--- src/rtl/inv_sbox_builder.sv ---
// inv_sbox_builder
//   Builds the inverse of a forward S-box that is streamed in one element per
//   accepted beat (beat k carries S[k]), then answers inverse lookups
//   S^-1[y] with a fixed one-cycle latency.
//
//   Duplicate detection: a seen[] bit per value.  A repeated value means the
//   stream is not a permutation, so the builder parks in ERR until clear or
//   reset.  The inverse table itself is never cleared; because lookups are
//   only served in DONE (every seen bit set, every entry rewritten), stale
//   contents from an earlier build can never be observed.
//
// Handshake: valid is a one-way qualifier (there is no ready).  A beat is
//   consumed on the rising edge where valid=1, clear=0 and the FSM is in
//   LOAD.  In DONE/ERR beats are dropped.  lookup_en is likewise a one-way
//   request that is served only in DONE with clear=0; its answer appears as
//   lookup_valid/lookup_data exactly one cycle later.
//
// Ports
//   clk, reset_n   : clock, asynchronous active-low reset
//   valid, V_in    : forward S-box element stream
//   clear          : synchronous restart of the build (wins over valid/lookup)
//   lookup_en      : inverse lookup request, lookup_addr = y
//   lookup_valid   : lookup_data = S^-1[y] this cycle
//   lookup_data    : held when lookup_valid=0
//   table_ready    : full permutation received (state DONE)
//   error          : duplicate value seen (state ERR), sticky
//   load_count     : accepted beats so far, 0..2^MIX_WIDTH
//   o_dbg_state    : FSM state (0=LOAD, 1=DONE, 2=ERR)
module inv_sbox_builder #(
  parameter int MIX_WIDTH = 8
) (
  input  logic                 clk,
  input  logic                 reset_n,
  input  logic                 valid,
  input  logic [MIX_WIDTH-1:0] V_in,
  input  logic                 clear,
  input  logic                 lookup_en,
  input  logic [MIX_WIDTH-1:0] lookup_addr,
  output logic                 lookup_valid,
  output logic [MIX_WIDTH-1:0] lookup_data,
  output logic                 table_ready,
  output logic                 error,
  output logic [MIX_WIDTH:0]   load_count,
  output logic [1:0]           o_dbg_state
);

  localparam int DEPTH = 1 << MIX_WIDTH;
  localparam logic [MIX_WIDTH:0] LAST_IDX = (MIX_WIDTH+1)'(DEPTH - 1);

  localparam logic [1:0] S_LOAD = 2'd0;
  localparam logic [1:0] S_DONE = 2'd1;
  localparam logic [1:0] S_ERR  = 2'd2;

  logic [1:0]           r_state;
  logic [1:0]           w_next_state;
  logic [MIX_WIDTH:0]   r_load_count;
  logic [DEPTH-1:0]     r_seen;
  logic [MIX_WIDTH-1:0] r_inv [DEPTH];
  logic                 r_lookup_valid;
  logic [MIX_WIDTH-1:0] r_lookup_data;

  logic w_beat;
  logic w_dup;
  logic w_accept;
  logic w_last;
  logic w_lookup_go;

  // A beat is only considered while loading and not being cleared.
  assign w_beat      = valid & ~clear & (r_state == S_LOAD);
  assign w_dup       = r_seen[V_in];
  assign w_accept    = w_beat & ~w_dup;
  assign w_last      = (r_load_count == LAST_IDX);
  assign w_lookup_go = lookup_en & ~clear & (r_state == S_DONE);

  // FSM: state register
  always_ff @(posedge clk or negedge reset_n) begin
    if (!reset_n) r_state <= S_LOAD;
    else          r_state <= w_next_state;
  end

  // FSM: next-state logic
  always_comb begin
    w_next_state = r_state;
    if (clear) begin
      w_next_state = S_LOAD;
    end else begin
      case (r_state)
        S_LOAD: begin
          if (w_beat && w_dup)         w_next_state = S_ERR;
          else if (w_accept && w_last) w_next_state = S_DONE;
        end
        S_DONE:  w_next_state = S_DONE;
        S_ERR:   w_next_state = S_ERR;
        default: w_next_state = S_LOAD;
      endcase
    end
  end

  // FSM: outputs
  always_comb begin
    table_ready  = (r_state == S_DONE);
    error        = (r_state == S_ERR);
    o_dbg_state  = r_state;
    load_count   = r_load_count;
    lookup_valid = r_lookup_valid;
    lookup_data  = r_lookup_data;
  end

  // Beat counter and seen bits
  always_ff @(posedge clk or negedge reset_n) begin
    if (!reset_n) begin
      r_load_count <= '0;
      r_seen       <= '0;
    end else if (clear) begin
      r_load_count <= '0;
      r_seen       <= '0;
    end else if (w_accept) begin
      r_load_count   <= r_load_count + 1'b1;
      r_seen[V_in]   <= 1'b1;
    end
  end

  // Inverse table storage: plain memory, no reset.
  always_ff @(posedge clk) begin
    if (w_accept) r_inv[V_in] <= r_load_count[MIX_WIDTH-1:0];
  end

  // Lookup pipeline: one-cycle read, data held between answers.
  always_ff @(posedge clk or negedge reset_n) begin
    if (!reset_n) begin
      r_lookup_valid <= 1'b0;
      r_lookup_data  <= '0;
    end else begin
      r_lookup_valid <= w_lookup_go;
      if (w_lookup_go) r_lookup_data <= r_inv[lookup_addr];
    end
  end

endmodule
--- config.mk ---
export PLATFORM = sky130hd
export DESIGN_NAME = inv_sbox_builder
export DESIGN_NICKNAME = d
export VERILOG_FILES = /design/src/rtl/inv_sbox_builder.sv
export SDC_FILE = /design/constraint.sdc
export NUM_CORES = 2
export LEC_CHECK = 0
export CAP_MARGIN = 20
export CORE_MARGIN = 2
export CORE_UTILIZATION = 25
export CTS_BUF_LIST = sky130_fd_sc_hd__clkbuf_16
export CTS_CLUSTER_DIAMETER = 150
export CTS_CLUSTER_SIZE = 25
export DETAILED_ROUTE_END_ITERATION = 10
export GPL_TIMING_DRIVEN = 0
export HOLD_SLACK_MARGIN = 0.1
export PLACE_DENSITY = 0.4
export SYNTH_ARGS = -nofsm -noshare
export SYNTH_HDL_FRONTEND = slang
export SYNTH_SLANG_ARGS = --single-unit
--- constraint.sdc ---
create_clock -name clk -period 5.67 [get_ports clk]
set_clock_uncertainty 0.1 [all_clocks]
set_input_delay 0.8505 -clock clk [delete_from_list [all_inputs] [get_ports clk]]
set_output_delay 0.8505 -clock clk [all_outputs]
set_load 0.02 [all_outputs]
# Yosys cells after proc, flatten, opt, wreduce, memory -nomap -nowiden
# Memory sizes are Yosys's and may differ from the RTL's. A register that Yosys moved wholly into a read port is not among the register bits.
# Cells that the tools add are included.
# word_totals
regBits	268
ramBits	2048
in_bits	21
out_inout_bits	22
wordCells	40
n_memories	1
# op_classes
add_sub_neg	1
magnitude_cmp	2
n_eq_ne	4
n_mux	14
bitwise	8
n_reduce_logical	6
# memory_table
name	words	width	read_ports	rd_clocked_by_memory_dff	wr	line	rtl
r_inv	256	8	1	1	1	58	logic [MIX_WIDTH-1:0] r_inv [DEPTH];
# op_table
cell	count
$mux W256	2
$or A256 B256 Y256	1
$mux W9	2
$add A9 B1 Y9 const B	1
$eq A9 B8 Y1 const B	1
$lt A8 B9 Y1 const B	1
$bmux W1 S8	1
$demux W1 S8	1
$ge A8 B1 Y1 const B	1
$mux W2	3
$pmux W2 S3	1
$and A1 B1 Y1	5
$mux W1	4
$ne A4 B2 Y1 const B	1
$logic_and A1 B1 Y1	3
$eq A2 B1 Y1 const B	1
$eq A2 B2 Y1 const B	1
$logic_not A2 Y1	1
$not A1 Y1	2
$reduce_bool A2 Y1	1
$logic_not A1 Y1	1

# Depth between registers and ports, before layout
# logic_depth
depth_word	9
mapped_depth	15
mapped_depth_nobuf	8

# Worst setup path after synthesis
# No wires, ideal clock.
# synth_timing
path_type	register to register
from	register r_load_count[4] (netlist: load_count[4])
to	register r_load_count[7] (netlist: load_count[7])
setup_time_ns	0.085
arrival_time_ns	4.788
path_slack_ns	0.698
stages_incl_launch_ff	6
period_less_slack_ns	4.972
path_cell_list	dfrtp_1 > and3_1 > and3_1 > nand4_1 > or3_1 > a21oi_1
# synth_between
elab_chain_cells	3
# synth_rtl
item	line	rtl
start: declaration	56	logic [MIX_WIDTH:0] r_load_count;
start signal: assignment	118	r_load_count <= r_load_count + 1'b1;
$add A9 B1 Y9	118	
$mux W9	117	end else if (w_accept) begin
$mux W9	114	end else if (clear) begin
# Every way passes these cells. The select of a mux whose other input is x is not followed.
# A chain may end at the register's enable or synchronous reset.

# Worst setup path in the final report
# layout_timing
from	input V_in[1]
to	memory r_inv[138][4], enable pin
# layout_between
elab_chain_cells	6
# layout_rtl
item	line	rtl
start: declaration	35	input logic [MIX_WIDTH-1:0] V_in,
$bmux W1 S8	70	assign w_dup = r_seen[V_in];
$mux W1 (implied by the code)	70	
$not A1 Y1	71	assign w_accept = w_beat & ~w_dup;
$and A1 B1 Y1	71	
$mux W1	125	if (w_accept) r_inv[V_in] <= r_load_count[MIX_WIDTH-1:0];
$mux W1 (implied by the code)	125	
end: declaration	58	
# Several ways; a longest one is shown, not always the timed one. The select of a mux whose other input is x is not followed.

==> results.md <==
- Via density: around 4.8
- Syn_area_per_cell: ~21 um^2
- P&R area growth vs syn: 15.07%
- Fill cells: roughly 36000
- Worst hold margin: 0.4012 ns
- Max clock buf depth: 3
- Clk slew on worst S/H paths: approximately 0.1 ns
- Post-Syn Instances: between 4000 and 5000
- CTS tree: built
- EDFF count, synth: just over 2000
- Final nets: approximately 4700
- Crit path from: V_in[1]
- Failing checks: negative setup slack
- Adder-cell area share of the yosys netlist: less than 1%
- Routed Antenna Nets: 0
- Width of the die: 610.7 um
- Total Power: between 0.02 and 0.03 W
- CP Class: input pin to flip-flop
- Compound-cell area share of the yosys netlist: under 10%
- Switching power: between 0.006 and 0.007 W
- PD cells: roughly 270 nW/um^2
- Largest family of logic cells by synthesized area: multiplexers
- Sink Count: around 2300
- Worst-margin pin slew: roughly 1.2 ns
- Crit start category: input pin
- Leakage: roughly 34 nW
- H-tree levels: 3
- Yosys warning total: 0
- Clk Tree Root Cell: clkbuf_16
- Global-route wire length before repair: between 400000 and 500000 um
- Status: finished, violations left
- Drt drc: 0
- Initial Util: 25.13%
- Area of the core: about 370000 um^2
- Mapped cell area: 92010 um^2
- Register area share after synthesis: 74.35%
- Area occupied by multi-input gates: 23400 um^2
- Layout cells sized above 1: 32.04%
- Slew HR: 18.24%
- Sw Share: approximately 23%
- Die area: around 370000 um^2
- Crit path max fanout: 10
- Dpl hpwl: 210500 um
- IO Port Bufs: 31
- Fin crit share: 101.1%
- 1st-iter DRT viols: ~5000
- CP Data Arrival Time: roughly 6 ns
- Post-layout min period: ~5.7 ns
- Drt total wl: approximately 300000 um
- WP data required: roughly 6 ns
- Tightest Hold Check Type: flip-flop to flip-flop
- Worst vdd ir: 0.2564 mV
- FF-to-FF Start: r_seen[253]$_DFFE_PN0P_
- Leading cell types in the layout, fill and taps excluded: 2048 x edfxtp_1, 694 x mux4_2, 268 x dfrtp_1, 156 x nor2_1, 136 x clkbuf_1
- Logic gate share of total power: 5.6%
- Final number of setup-violating endpoints: 12
- Ports: 43
- Max-Cap Viols: 0
- First-pass detailed-route iteration total: 7
- Internal: between 0.02 and 0.025 W
- Post-CTS Setup Bufs: 0
- Ys flop type: edfxtp_1
- CTS Buf Count: 103
- Worst-Skew Late Latency: ~0.83 ns
- Post-synth ARST share: 11.88%
- Hold Startpoint: r_seen[29]$_DFFE_PN0P_
- #FFs+latches synth: about 2300
- Peak Freq: around 170 MHz
- Via count: approximately 46000
- Die Y: 610.7 um
- Simple-gate area share of the yosys netlist: 3.077%
- Most common cell after layout, fill and taps aside: edfxtp_1
- Final hold violations: 0
- Sequential power share: about 64%
- Mux cell area share after synthesis: a little under a fifth
- Final worst slack: -0.06396 ns
- GRT Util Overall: ~16%
- Unrepaired setup endpoints after global routing: yes
- RePlAce Congestion: approximately 0.85
- Total grt overflow: 0
- Syn Nets: 4320
- Final slew viol count: 0
- Flip-flop and latch area: around 70000 um^2
- Synth cell types: 56
- Post-synthesis xor/xnor area fraction: 0%
- Pin count of the biggest net entering global routing: 116
- Row Count: between 200 and 250
- Vias in the first global route: between 40000 and 50000
- Avg WL per Cell: approximately 31 um
- Initial antenna violation count: 20
- Clock network fraction of total power: just over 30%
- Kind of end point of the critical path: flip-flop
-- what timing repair did --
action	4_1_cts	5_1_grt
pin swaps	0	0
endpoints found under the hold margin	53	0
gates resized for setup	39	27
endpoints found under the setup margin	499	345
hold buffers	1	0
-- kinds of logic after synthesis --
logic type               Yosys count
multiplexers                     801
AND/OR/NAND/NOR                  535
buffers and inverters            291
flip-flops                      2324
AO/OA/AOI/OAI                    344
adder cells (fa/ha/maj)            2
-- worst paths after layout --
| kind | endpoint | slack [ns] | cells after the start |
|---|---|---|---|
| worst min-delay path | r_seen[29]$_DFFE_PN0P_ | 0.40 | 1 |
| min in group asynchronous | lookup_valid$_DFF_PN0_ | 0.51 | 2 |
| worst min register to register | r_seen[29]$_DFFE_PN0P_ | 0.40 | 1 |
| worst max register to register | r_inv[208][7]$_DFFE_PP_ | 0.72 | 10 |
| worst max-delay path | r_inv[138][4]$_DFFE_PP_ | -0.06 | 9 |
| max in group asynchronous | r_seen[225]$_DFFE_PN0P_ | 3.90 | 3 |
-- layer usage --
layer	track usage, %	share of wire, %	up-vias
met3	2.019	4.3	242
met1	21.45	44	25630
li1	-	-	18570
met4	3.626	2.2	2
met2	27.02	50	1081
met5	0	0.0043	-
-- synthesized netlist by cell type, drive strengths merged (2+ instances only) --
master,count,area (um^2)
o21ba,169,1692
and3,3,18.77
nand2b,22,137.6
a22oi,35,262.8
or3,9,56.30
edfxtp,2048,61500
o22ai,12,75.07
a32oi,8,70.07
and2,3,18.77
nand3,28,145.1
a21oi,87,435.4
a31oi,3,18.77
nand2,66,247.7
nor3,116,590.6
o31ai,3,22.52
nand4,4,31.28
buf,127,651.9
o21ai,13,65.06
mux4,694,15630
or2,3,18.77
or4,3,22.52
nor2b,19,118.9
nor4,52,594.3
a41o,2,20.02
inv,15,56.30
ha,2,25.02
nor2,205,814.5
mux2i,102,1021
a211oi,2,15.01
clkbuf,148,555.5
a41oi,2,17.52
mux2,5,56.30
dfrtp,276,6907
-- stage by stage --
| step | cells | utilization (%) | TNS (ns) | cell area [um^2] | setup WS [ns] |
|---|---|---|---|---|---|
| after CTS | 9544 | 28.84 | -2.820 | 105600 | -0.1242 |
| after floorplan | 4297 | - | 0 | 92010 | 0.6976 |
| after global placement | 9144 | 26.86 | - | 98350 | -9.252 |
| after global routing | 9565 | 28.92 | -2.674 | 105900 | -0.1016 |
| after detailed placement | 9366 | 27.99 | -1473.98 | 102500 | -1.295 |
| final | 9572 | 28.92 | -0.3167 | 105900 | -0.06396 |
-- power groups by stage --
stage / registers, W / logic [W] / clock network (W)
finish: 0.0185 / 0.00162 / 0.00896
global route: 0.0185 / 0.00169 / 0.00979
CTS: 0.0185 / 0.00164 / 0.00927
detailed placement: 0.0189 / 0.00163 / 0
global placement: 0.0191 / 0.00139 / 0
floorplan: 0.0189 / 0.000762 / 0
-- layout make-up --
cell class | count | share of cell area (%)
Sequential cell | 2324 | 64.64
Multi-Input combinational cell | 1682 | 22.10
Tap cell | 4816 | 5.691
Timing Repair Buffer | 271 | 3.490
Clock buffer | 108 | 2.553
Buffer | 273 | 1.166
Clock inverter | 70 | 0.2813
Inverter | 16 | 0.05672
Antenna cell | 12 | 0.02836
-- critical path, stage by stage --
cell             delay [ns]
clkdlybuf4s50_1        0.70
buf_2                  0.33
buf_1                  0.62
clkbuf_1               0.74
nand2b_1               0.28
nor2_1                 0.74
nand2_1                0.78
nor3_2                 0.83
buf_4                  0.27
-- flip-flops by register name (all words and copies together) (netlist names) --
| signal | count |
|---|---|
| r_inv | 2048 |
| r_seen | 256 |
| load_count | 9 |
| lookup_data | 8 |
| o_dbg_state | 2 |
| lookup_valid | 1 |
(Power assumes the default switching activity.)
